`src/rtl/lcd_writer_if.sv`:
```
// +----------------------------------------------------------------------+
// | lcd_writer_if : byte write handshake into the character LCD writer    |
// | Rev 1.0                                                               |
// +----------------------------------------------------------------------+
`default_nettype none

interface lcd_writer_if;
  logic       i_valid;
  logic       i_rs;
  logic [7:0] i_data;
  logic       o_ready;

  modport master (output i_valid, output i_rs, output i_data, input o_ready);
  modport slave  (input i_valid, input i_rs, input i_data, output o_ready);
endinterface

`default_nettype wire

```
`src/rtl/lcd_writer.sv`:
```
// +----------------------------------------------------------------------+
// | lcd_writer : write-only HD44780 16x2 LCD controller (RS/DATA/EN)      |
// | Optional macro LCD_AUTO_INIT_EN: issue 38/0C/01/06 after power-up.    |
// | Rev 1.0                                                               |
// +----------------------------------------------------------------------+
`default_nettype none

module lcd_writer #(
  parameter int unsigned PWR_WAIT_CYC = 750000,
  parameter int unsigned EN_CYC       = 25,
  parameter int unsigned CMD_WAIT_CYC = 2000,
  parameter int unsigned CLR_WAIT_CYC = 82000
) (
  input  wire logic       i_clk,
  input  wire logic       i_rst_n,
  lcd_writer_if.slave     bus,
  output logic            o_init_done,
  output logic [7:0]      o_lcd_data,
  output logic            o_lcd_rs,
  output logic            o_lcd_rw,
  output logic            o_lcd_en,
  output logic            o_lcd_on
);

  localparam int unsigned c_m1 = (PWR_WAIT_CYC > CLR_WAIT_CYC) ? PWR_WAIT_CYC : CLR_WAIT_CYC;
  localparam int unsigned c_m2 = (CMD_WAIT_CYC > EN_CYC) ? CMD_WAIT_CYC : EN_CYC;
  localparam int unsigned c_cnt_max = (c_m1 > c_m2) ? c_m1 : c_m2;
  localparam int unsigned c_cnt_w = $clog2(c_cnt_max + 1);

  typedef enum logic [2:0] {
    PWR_WAIT   = 3'd0,
    INIT_ISSUE = 3'd1,
    IDLE       = 3'd2,
    SETUP      = 3'd3,
    PULSE      = 3'd4,
    HOLD       = 3'd5,
    EXEC       = 3'd6
  } state_t;

  state_t               r_state;
  logic [c_cnt_w-1:0]   r_cnt;
  logic [c_cnt_w-1:0]   w_lim;
  logic                 w_done;
  logic                 w_clr;
  logic [1:0]           r_init_idx;
  logic [7:0]           w_init_byte;
  logic                 r_ready;
  logic                 r_init_done;
  logic [7:0]           r_lcd_data;
  logic                 r_lcd_rs;
  logic                 r_lcd_en;
  logic                 r_lcd_on;

  // Clear (0x01) and home (0x02/0x03) need the long execution wait
  assign w_clr = !r_lcd_rs && (r_lcd_data[7:2] == 6'd0) && (r_lcd_data != 8'd0);

  always_comb begin
    w_lim = '0;
    case (r_state)
      PWR_WAIT: w_lim = c_cnt_w'(PWR_WAIT_CYC);
      SETUP:    w_lim = c_cnt_w'(1);
      PULSE:    w_lim = c_cnt_w'(EN_CYC - 1);
      HOLD:     w_lim = c_cnt_w'(1);
      EXEC:     w_lim = w_clr ? c_cnt_w'(CLR_WAIT_CYC - 1) : c_cnt_w'(CMD_WAIT_CYC - 1);
      default:  w_lim = '0;
    endcase
  end

  assign w_done = (r_cnt == w_lim);

  always_comb begin
    w_init_byte = 8'h38;
    case (r_init_idx)
      2'd0: w_init_byte = 8'h38;
      2'd1: w_init_byte = 8'h0C;
      2'd2: w_init_byte = 8'h01;
      2'd3: w_init_byte = 8'h06;
      default: w_init_byte = 8'h38;
    endcase
  end

  always_ff @(posedge i_clk) begin
    if (!i_rst_n) begin
      r_state     <= PWR_WAIT;
      r_cnt       <= '0;
      r_init_idx  <= 2'd0;
      r_ready     <= 1'b0;
      r_init_done <= 1'b0;
      r_lcd_data  <= 8'd0;
      r_lcd_rs    <= 1'b0;
      r_lcd_en    <= 1'b0;
      r_lcd_on    <= 1'b0;
    end else begin
      r_lcd_on <= 1'b1;
      // Every state transition happens on w_done, so the counter restarts at 0 on entry
      r_cnt    <= w_done ? '0 : r_cnt + 1'b1;
      case (r_state)
        PWR_WAIT: begin
          if (w_done) begin
`ifdef LCD_AUTO_INIT_EN
            r_state    <= INIT_ISSUE;
            r_init_idx <= 2'd0;
`else
            r_state     <= IDLE;
            r_ready     <= 1'b1;
            r_init_done <= 1'b1;
`endif
          end
        end
        INIT_ISSUE: begin
          r_lcd_rs   <= 1'b0;
          r_lcd_data <= w_init_byte;
          r_state    <= SETUP;
        end
        IDLE: begin
          if (bus.i_valid && r_ready) begin
            r_lcd_rs   <= bus.i_rs;
            r_lcd_data <= bus.i_data;
            r_ready    <= 1'b0;
            r_state    <= SETUP;
          end
        end
        SETUP: begin
          if (w_done) begin
            r_lcd_en <= 1'b1;
            r_state  <= PULSE;
          end
        end
        PULSE: begin
          if (w_done) begin
            r_lcd_en <= 1'b0;
            r_state  <= HOLD;
          end
        end
        HOLD: begin
          if (w_done) r_state <= EXEC;
        end
        EXEC: begin
          if (w_done) begin
            if (r_init_done || r_init_idx == 2'd3) begin
              r_state     <= IDLE;
              r_ready     <= 1'b1;
              r_init_done <= 1'b1;
            end else begin
              r_init_idx <= r_init_idx + 2'd1;
              r_state    <= INIT_ISSUE;
            end
          end
        end
        default: begin
          r_state <= PWR_WAIT;
          r_cnt   <= '0;
        end
      endcase
    end
  end

  assign bus.o_ready  = r_ready;
  assign o_init_done  = r_init_done;
  assign o_lcd_data   = r_lcd_data;
  assign o_lcd_rs     = r_lcd_rs;
  assign o_lcd_rw     = 1'b0;
  assign o_lcd_en     = r_lcd_en;
  assign o_lcd_on     = r_lcd_on;

endmodule

`default_nettype wire

```
`src/flat_wrapper.sv`:
```
// flat-port wrapper written by rule: the top's interface ports become plain ports
module lcd_writer_flat 
#(
  parameter int unsigned PWR_WAIT_CYC = 750000,
  parameter int unsigned EN_CYC       = 25,
  parameter int unsigned CMD_WAIT_CYC = 2000,
  parameter int unsigned CLR_WAIT_CYC = 82000
)
  (i_clk, i_rst_n, o_init_done, o_lcd_data, o_lcd_rs, o_lcd_rw, o_lcd_en, o_lcd_on, bus_i_valid, bus_i_rs, bus_i_data, bus_o_ready);
  lcd_writer_if bus_i ();
  input  wire logic i_clk;
  input  wire logic i_rst_n;
  output logic o_init_done;
  output logic [7:0] o_lcd_data;
  output logic o_lcd_rs;
  output logic o_lcd_rw;
  output logic o_lcd_en;
  output logic o_lcd_on;
  input wire logic [$bits(bus_i.i_valid)-1:0] bus_i_valid;
  input wire logic [$bits(bus_i.i_rs)-1:0] bus_i_rs;
  input wire logic [$bits(bus_i.i_data)-1:0] bus_i_data;
  output wire logic [$bits(bus_i.o_ready)-1:0] bus_o_ready;
  assign bus_i.i_valid = bus_i_valid;
  assign bus_i.i_rs = bus_i_rs;
  assign bus_i.i_data = bus_i_data;
  assign bus_o_ready = bus_i.o_ready;
  lcd_writer #(.PWR_WAIT_CYC(PWR_WAIT_CYC), .EN_CYC(EN_CYC), .CMD_WAIT_CYC(CMD_WAIT_CYC), .CLR_WAIT_CYC(CLR_WAIT_CYC)) u_core (.i_clk(i_clk), .i_rst_n(i_rst_n), .bus(bus_i), .o_init_done(o_init_done), .o_lcd_data(o_lcd_data), .o_lcd_rs(o_lcd_rs), .o_lcd_rw(o_lcd_rw), .o_lcd_en(o_lcd_en), .o_lcd_on(o_lcd_on));
endmodule
```
`config.mk`:
```
export PLATFORM = sky130hd
export DESIGN_NAME = lcd_writer_flat
export DESIGN_NICKNAME = d
export VERILOG_FILES = /design/src/rtl/lcd_writer_if.sv /design/src/rtl/lcd_writer.sv /design/src/flat_wrapper.sv
export SDC_FILE = /design/constraint.sdc
export NUM_CORES = 1
export LEC_CHECK = 0
export ABC_AREA = 1
export CAP_MARGIN = 5
export CORE_MARGIN = 2
export CORE_UTILIZATION = 42
export CTS_BUF_LIST = sky130_fd_sc_hd__clkbuf_4
export CTS_CLUSTER_DIAMETER = 60
export DETAILED_ROUTE_END_ITERATION = 10
export MAX_ROUTING_LAYER = met4
export PLACE_DENSITY_LB_ADDON = 0.1
export SYNTH_ARGS = -nofsm -noshare
export SYNTH_HDL_FRONTEND = slang
export SYNTH_SLANG_ARGS = --single-unit
```
`constraint.sdc`:
```
create_clock -name i_clk -period 5.1 [get_ports i_clk]
set_input_delay 0.765 -clock i_clk [delete_from_list [all_inputs] [get_ports i_clk]]
set_output_delay 0.765 -clock i_clk [all_outputs]
set_load 0.1 [all_outputs]
```
==> impl_metrics.json, run 1 <==
{
  "status": "completed",
  "dr.pass1.iters": 4,
  "drive_gt1_share_pct": 6.647,
  "worstSkewPairLatency_ns": 0.35,
  "antenna_found_initial": 0,
  "dieArea_um2": 5666,
  "setup_viol_count_final": 0,
  "maxSlewViolCount": 0,
  "crit_family": "buffers and inverters",
  "r2r_slack_ns": 2.74,
  "num_rows": 25,
  "grt_pass1_wl_um": 8431,
  "synthMostInstantiatedCell": "nand2_1",
  "route.detailed.drc": 0,
  "syn_area_per_cell_um2": 6.605,
  "startpoint": "u_core.o_lcd_rs",
  "num_io_pins": 26,
  "met1_length_um": 2493,
  "dp_hpwl_um": 3684,
  "grt_usage_pct": 20.27,
  "netlist.top_cell.by_area": "dfxtp_1",
  "max_freq_ghz": 0.3761,
  "relSlewSlack_pct": 35.12,
  "pwr-share-seq_pct": 38.3,
  "clk_pin_slew_ns": 0.12,
  "synth_fp_nets": 340,
  "wl_met2_um": 2072,
  "ir_drop_uv": 231.6,
  "rr_endpoint": "u_core.r_cnt[2]",
  "synth-seq-cells": 38,
  "htree_levels": 2,
  "synth_top_area_share_pct": 35.66,
  "clkPwrFrac_pct": 16.9,
  "cp.depth": 1,
  "initial_core_util_pct": 44.29,
  "grt_pass1_vias": 1885,
  "netlist_instances": 323,
  "path_class": "reg -> out",
  "post_cts_buffers": 0,
  "worst_setup_path_end_kind": "output pin",
  "period_share_pct": 52.13,
  "cts_tree": "yes",
  "maxCapViolCount": 0,
  "finalNonFillerCells": 413,
  "cp-start-kind": "flip-flop",
  "core_um2": 4817,
  "grt_max_degree": 21,
  "p_int_w": 0.0004974,
  "n_antenna_cell": 0,
  "seq_area_frac_synth_pct": 35.66,
  "wire_per_inst_um": 11.74,
  "finalSetupTns_ns": 0,
  "hold_buffers": 0,
  "die_h_um": 75.27,
  "path_max_fanout": 3,
  "min_path_type": "reg -> reg",
  "crit_chain": "clkdlybuf4s50_1",
  "dp_cells": 405,
  "cts_resized": 0,
  "cts_buffers": 5,
  "layout.nets": 362,
  "synth_common_cells": "nand2_1, nor2_1, inv_1",
  "r2r-start": "u_core.r_state[1]",
  "reg2reg_depth": 11,
  "worst_pin_slew_ns": 0.9701,
  "critical_path_arrival_ns": 1.89,
  "viasPerCell": 4.896,
  "synth_edf_count": 0,
  "leakagePower_nw": 0.9923,
  "synth.area.top_cells": "dfxtp_1, nand2_1, nor2_1",
  "power_switching_w": 0.0004557,
  "crit_path_end": "o_lcd_rs",
  "p_comb_share_pct": 44.9,
  "hold_viol": 0,
  "place_congestion": 0.8777,
  "fin_skew_ns": 0.005039,
  "io_buffers": 24,
  "crit_slowest_cell": "clkdlybuf4s50_1",
  "route.vias.total": 2022,
  "rsz0062_at_grt": "no",
  "switching_share_pct": 47.82,
  "ant_nets": 0,
  "die_w_um": 75.27,
  "final.setup.worst_slack_ns": 2.441,
  "pwr_density_cell_nw_per_um2": 387.1,
  "place_ws_ns": 2.656,
  "netlist_area_um2": 2133,
  "highest_layer": "met4",
  "route.met3.wl_um": 208,
  "ys_types": 34,
  "max_stage_delay_ns": 1.15,
  "grt.overflow.total": 0,
  "ys_warn_count": 0,
  "cts_sinks": 38,
  "drtIter0Drc": 123,
  "area_delta_synth_final_pct": 15.43,
  "synthArstFlopShare_pct": 0,
  "synth-main-ff-cell": "dfxtp_1",
  "root_buffer": "clkbuf_4",
  "drt_wl_total_um": 4848,
  "period_minus_slack_ns": 2.659,
  "cts_buffer_depth": 2,
  "crit_buf_inv": 1,
  "worstPathRequired_ns": 4.34,
  "n_fill_cell": 532
}
stage by stage:
step | hold WS, ns | power (W) | area, um^2 | utilization (%)
3_5_place_dp | 0.4700 | 0.0007981 | 2409 | 50.00
4_1_cts | 0.4872 | 0.0009593 | 2462 | 51.12
6_report | 0.4803 | 0.0009531 | 2462 | 51.12
2_1_floorplan | 0.4509 | 0.0007095 | 2133 | -
5_1_grt | 0.5155 | 0.001018 | 2462 | 51.12
3_3_place_gp | 0.4642 | 0.0007986 | 2409 | 50.00
power by group through the flow:
stage,clock [W],combinational (W),sequential [W]
after detailed placement,0,0.000427,0.000371
after global placement,0,0.000428,0.000370
final,0.000161,0.000428,0.000365
after floorplan,0,0.000204,0.000506
after global routing,0.000180,0.000467,0.000371
after CTS,0.000166,0.000429,0.000364
flip-flops by register name, indices dropped and copies added, names as in the netlist:
signal / flops
u_core.o_init_done: 1
u_core.r_state: 3
u_core.o_lcd_rs: 1
u_core.o_lcd_on: 1
u_core.r_cnt: 20
u_core.r_init_idx: 2
u_core.bus.o_ready: 1
u_core.o_lcd_data: 8
u_core.o_lcd_en: 1
cell type report:
cell class                      instances  area, um^2  share of cell area, %
Timing Repair Buffer                   24       240.2                  9.756
Tap cell                               67       83.83                  3.404
Inverter                               46       172.7                  7.012
Sequential cell                        38       760.7                  30.89
Clock buffer                            6       45.04                  1.829
Clock inverter                          2       8.758                 0.3557
Multi-Input combinational cell        230        1151                  46.75
how the worst min path moves through the flow:
stage                               endpoint  slack [ns]          startpoint  cells after the start
final                     u_core.bus.o_ready        0.48  u_core.bus.o_ready                      2
after floorplan              u_core.r_cnt[0]        0.45     u_core.r_cnt[0]                      1
after global placement    u_core.bus.o_ready        0.46  u_core.bus.o_ready                      2
after CTS                 u_core.bus.o_ready        0.49  u_core.bus.o_ready                      2
after detailed placement  u_core.bus.o_ready        0.47  u_core.bus.o_ready                      2
after global routing      u_core.bus.o_ready        0.52  u_core.bus.o_ready                      2
placed cells by master, fill, tap and decap left out:
master and n:
o211ai_1 1, nor3_1 10, nand3_1 31, nand4_1 5, or2_2 4, nor3b_1 1, o21bai_1 1, a211oi_1 1
clkinv_2 1, a311oi_1 2, xnor2_1 2, clkinv_1 3, clkdlybuf4s50_1 24, xor2_1 6, dfxtp_1 38, o21ai_0 9
o21a_1 1, clkbuf_4 6, nand3_2 1, o21ai_2 1, a2111oi_0 1, o211ai_2 1, conb_1 1, ha_1 5
inv_1 39, a31oi_1 5, inv_2 5, a21oi_1 17, o21ai_1 1, nor2_1 44, nor2_4 3, nand2_2 1
nand2_1 73, nor4_1 2
metal layers:
metal / track usage, % / vias up
met5: - / -
met4: 6.628 / 0
met3: 4.016 / 5
met2: 29.92 / 38
met1: 27.82 / 891
li1: - / 1088
cell families after synthesis:
group / synth area share [%]
other: 0.1758
buffers and inverters: 10.38
AND/OR/NAND/NOR: 36.13
XOR/XNOR: 3.285
AO/OA/AOI/OAI: 11.44
adder cells (fa/ha/maj): 2.933
flip-flops: 35.66
Power figures use the tool's default switching activity.
==> run 2: changes to the inputs <==
==> constraint.sdc (replaced) <==
create_clock -name i_clk -period 2.17 [get_ports i_clk]
set_input_delay 0.3255 -clock i_clk [delete_from_list [all_inputs] [get_ports i_clk]]
set_output_delay 0.3255 -clock i_clk [all_outputs]
set_load 0.1 [all_outputs]
==> run 2 against run 1 <==
  * Design area increased by 4.6%
  * Non-clock buffer count up 14
  * Clock-buffer cell count is the same
  * Critical path depth increased by 15
  * Wire length rose by 3.3%
  * Critical path type is now reg -> reg
  * Clock power rose by 130%
  * Highest routed layer unchanged
  * Clock skew up 0.0032 ns
  * Global-route usage up 0.28 points
  * First-iteration DRC count grew 37%
  * Power grew 140%
==> impl_metrics.json, run 2 (synthesis gave the netlist of run 1 again) <==
{
  "final_util_pct": 53.45,
  "crit_chain": "buf_4, nand3_1, nand2_1, nor2_1, nand2_1, nand2_1, inv_2, nor2_1, nand3_1, nor2_4, nor2_1, nor2_4, nand2_1, nand2_1, inv_1, nor2_1",
  "largest_reg_flops": 20,
  "critical_path_arrival_ns": 2.28,
  "viasPerCell": 4.862,
  "path_max_fanout": 7,
  "p_comb_share_pct": 47.6,
  "wire_per_inst_um": 11.73,
  "pwr-share-seq_pct": 36.2,
  "ant_nets": 0,
  "initial_core_util_pct": 44.29,
  "path_class": "reg -> reg",
  "worstSkewPairLatency_ns": 0.35,
  "grt_max_degree": 21,
  "period_share_pct": 91.70,
  "dr.pass1.iters": 4,
  "crit_family": "simple AND/OR/NAND/NOR gates",
  "max_freq_ghz": 0.5025,
  "route.vias.total": 2076,
  "power_switching_w": 0.001093,
  "switching_share_pct": 47.27,
  "core_um2": 4817,
  "io_buffers": 24,
  "clk_pin_slew_ns": 0.12,
  "antenna_found_initial": 0,
  "area_delta_synth_final_pct": 20.70,
  "cp-start-kind": "flip-flop",
  "regMostFlops": "u_core.r_cnt",
  "cts_buffer_depth": 2,
  "die_h_um": 75.27,
  "status": "completed",
  "die_w_um": 75.27,
  "worst_setup_path_end_kind": "flip-flop",
  "num_rows": 25,
  "layout.nets": 376,
  "htree_levels": 2,
  "cts_sinks": 38,
  "n_fill_cell": 526,
  "grt_pass1_vias": 1924,
  "drt_wl_total_um": 5010,
  "final_cell_mix": "nand2_1, nor2_1, inv_1",
  "min_path_type": "reg -> reg",
  "drtIter0Drc": 168,
  "finalSetupTns_ns": 0,
  "clkPwrFrac_pct": 16.2,
  "setup_viol_count_final": 0,
  "grt_usage_pct": 20.55,
  "crit_top_cell": "nand2_1",
  "leakagePower_nw": 1.094,
  "hold_ws_ns": 0.4784,
  "root_buffer": "clkbuf_4",
  "period_minus_slack_ns": 1.990,
  "worstPathRequired_ns": 2.46,
  "grt_pass1_wl_um": 8680,
  "ir_drop_uv": 445.5,
  "dp_hpwl_um": 3832,
  "dieArea_um2": 5666,
  "maxCapViolCount": 0,
  "grt.overflow.total": 0,
  "place_congestion": 0.8725,
  "route.detailed.drc": 0,
  "p_int_w": 0.001219,
  "max_stage_delay_ns": 0.37,
  "fin_skew_ns": 0.008272,
  "crit_buf_inv": 3,
  "crit_slowest_cell": "dfxtp_2",
  "pwr_density_cell_nw_per_um2": 897.7,
  "layout_commonest_cell": "nand2_1",
  "drive_gt1_share_pct": 17.22,
  "num_io_pins": 26,
  "hold_viol": 0,
  "cts_tree": "yes",
  "maxSlewViolCount": 0,
  "n_antenna_cell": 0,
  "cts_buffers": 5
}
-- run 2: routing by layer --
layer | routed length [um] | global-route usage (%) | part of all wire (%)
met5 | 0 | - | 0
met4 | 68 | 6.433 | 1.4
met3 | 206 | 3.614 | 4.1
met2 | 2111 | 30.60 | 42
met1 | 2623 | 28.36 | 52
-- run 2: power by group through the flow --
stage	registers [W]	clock network, W	logic (W)
final	0.000837	0.000374	0.00110
after global routing	0.000850	0.000420	0.00121
after CTS	0.000835	0.000387	0.00109
after detailed placement	0.000850	0	0.00108
after global placement	0.000850	0	0.00108
after floorplan	0.00120	0	0.000478
-- run 2: stage by stage --
stage | power [W] | setup WS (ns) | cell area [um^2] | cells
floorplan | 0.001675 | 0.008043 | 2140 | 323
global placement | 0.001929 | 0.1605 | 2477 | 416
detailed placement | 0.001930 | 0.1611 | 2477 | 416
CTS | 0.002308 | 0.1314 | 2531 | 424
global route | 0.002480 | -0.02890 | 2575 | 427
finish | 0.002311 | 0.1800 | 2575 | 427
-- run 2: timing repair --
action | 4_1_cts | 5_1_grt
endpoints found under the setup margin | 0 | 25
buffers inserted | 0 | 3
hold buffers | 0 | 0
resized for setup | 0 | 7
-- run 2: worst paths after layout --
check	startpoint	to	slack, ns	cells after the start
worst max-delay path	u_core.r_state[2]	u_core.r_state[1]	0.18	16
worst min-delay path	u_core.o_lcd_data[6]	u_core.o_lcd_data[6]	0.48	2
worst max register to register	u_core.r_state[2]	u_core.r_state[1]	0.18	16
worst min register to register	u_core.o_lcd_data[6]	u_core.o_lcd_data[6]	0.48	2
-- run 2: tightest hold or removal path, stage by stage (launching register included) --
cell and delay [ns]:
dfxtp_2 0.34, nand2_1 0.06, a21oi_1 0.05
-- run 2: final cells by class --
class / count / area, um^2 / share of cell area, %
repair buffers: 38 / 325.3 / 12.63
multi-input cells: 230 / 1170 / 45.43
clock buffers: 6 / 45.04 / 1.749
well taps: 67 / 83.83 / 3.256
inverters: 46 / 172.7 / 6.706
flip-flops and latches: 38 / 769.5 / 29.88
clock inverters: 2 / 8.758 / 0.3401
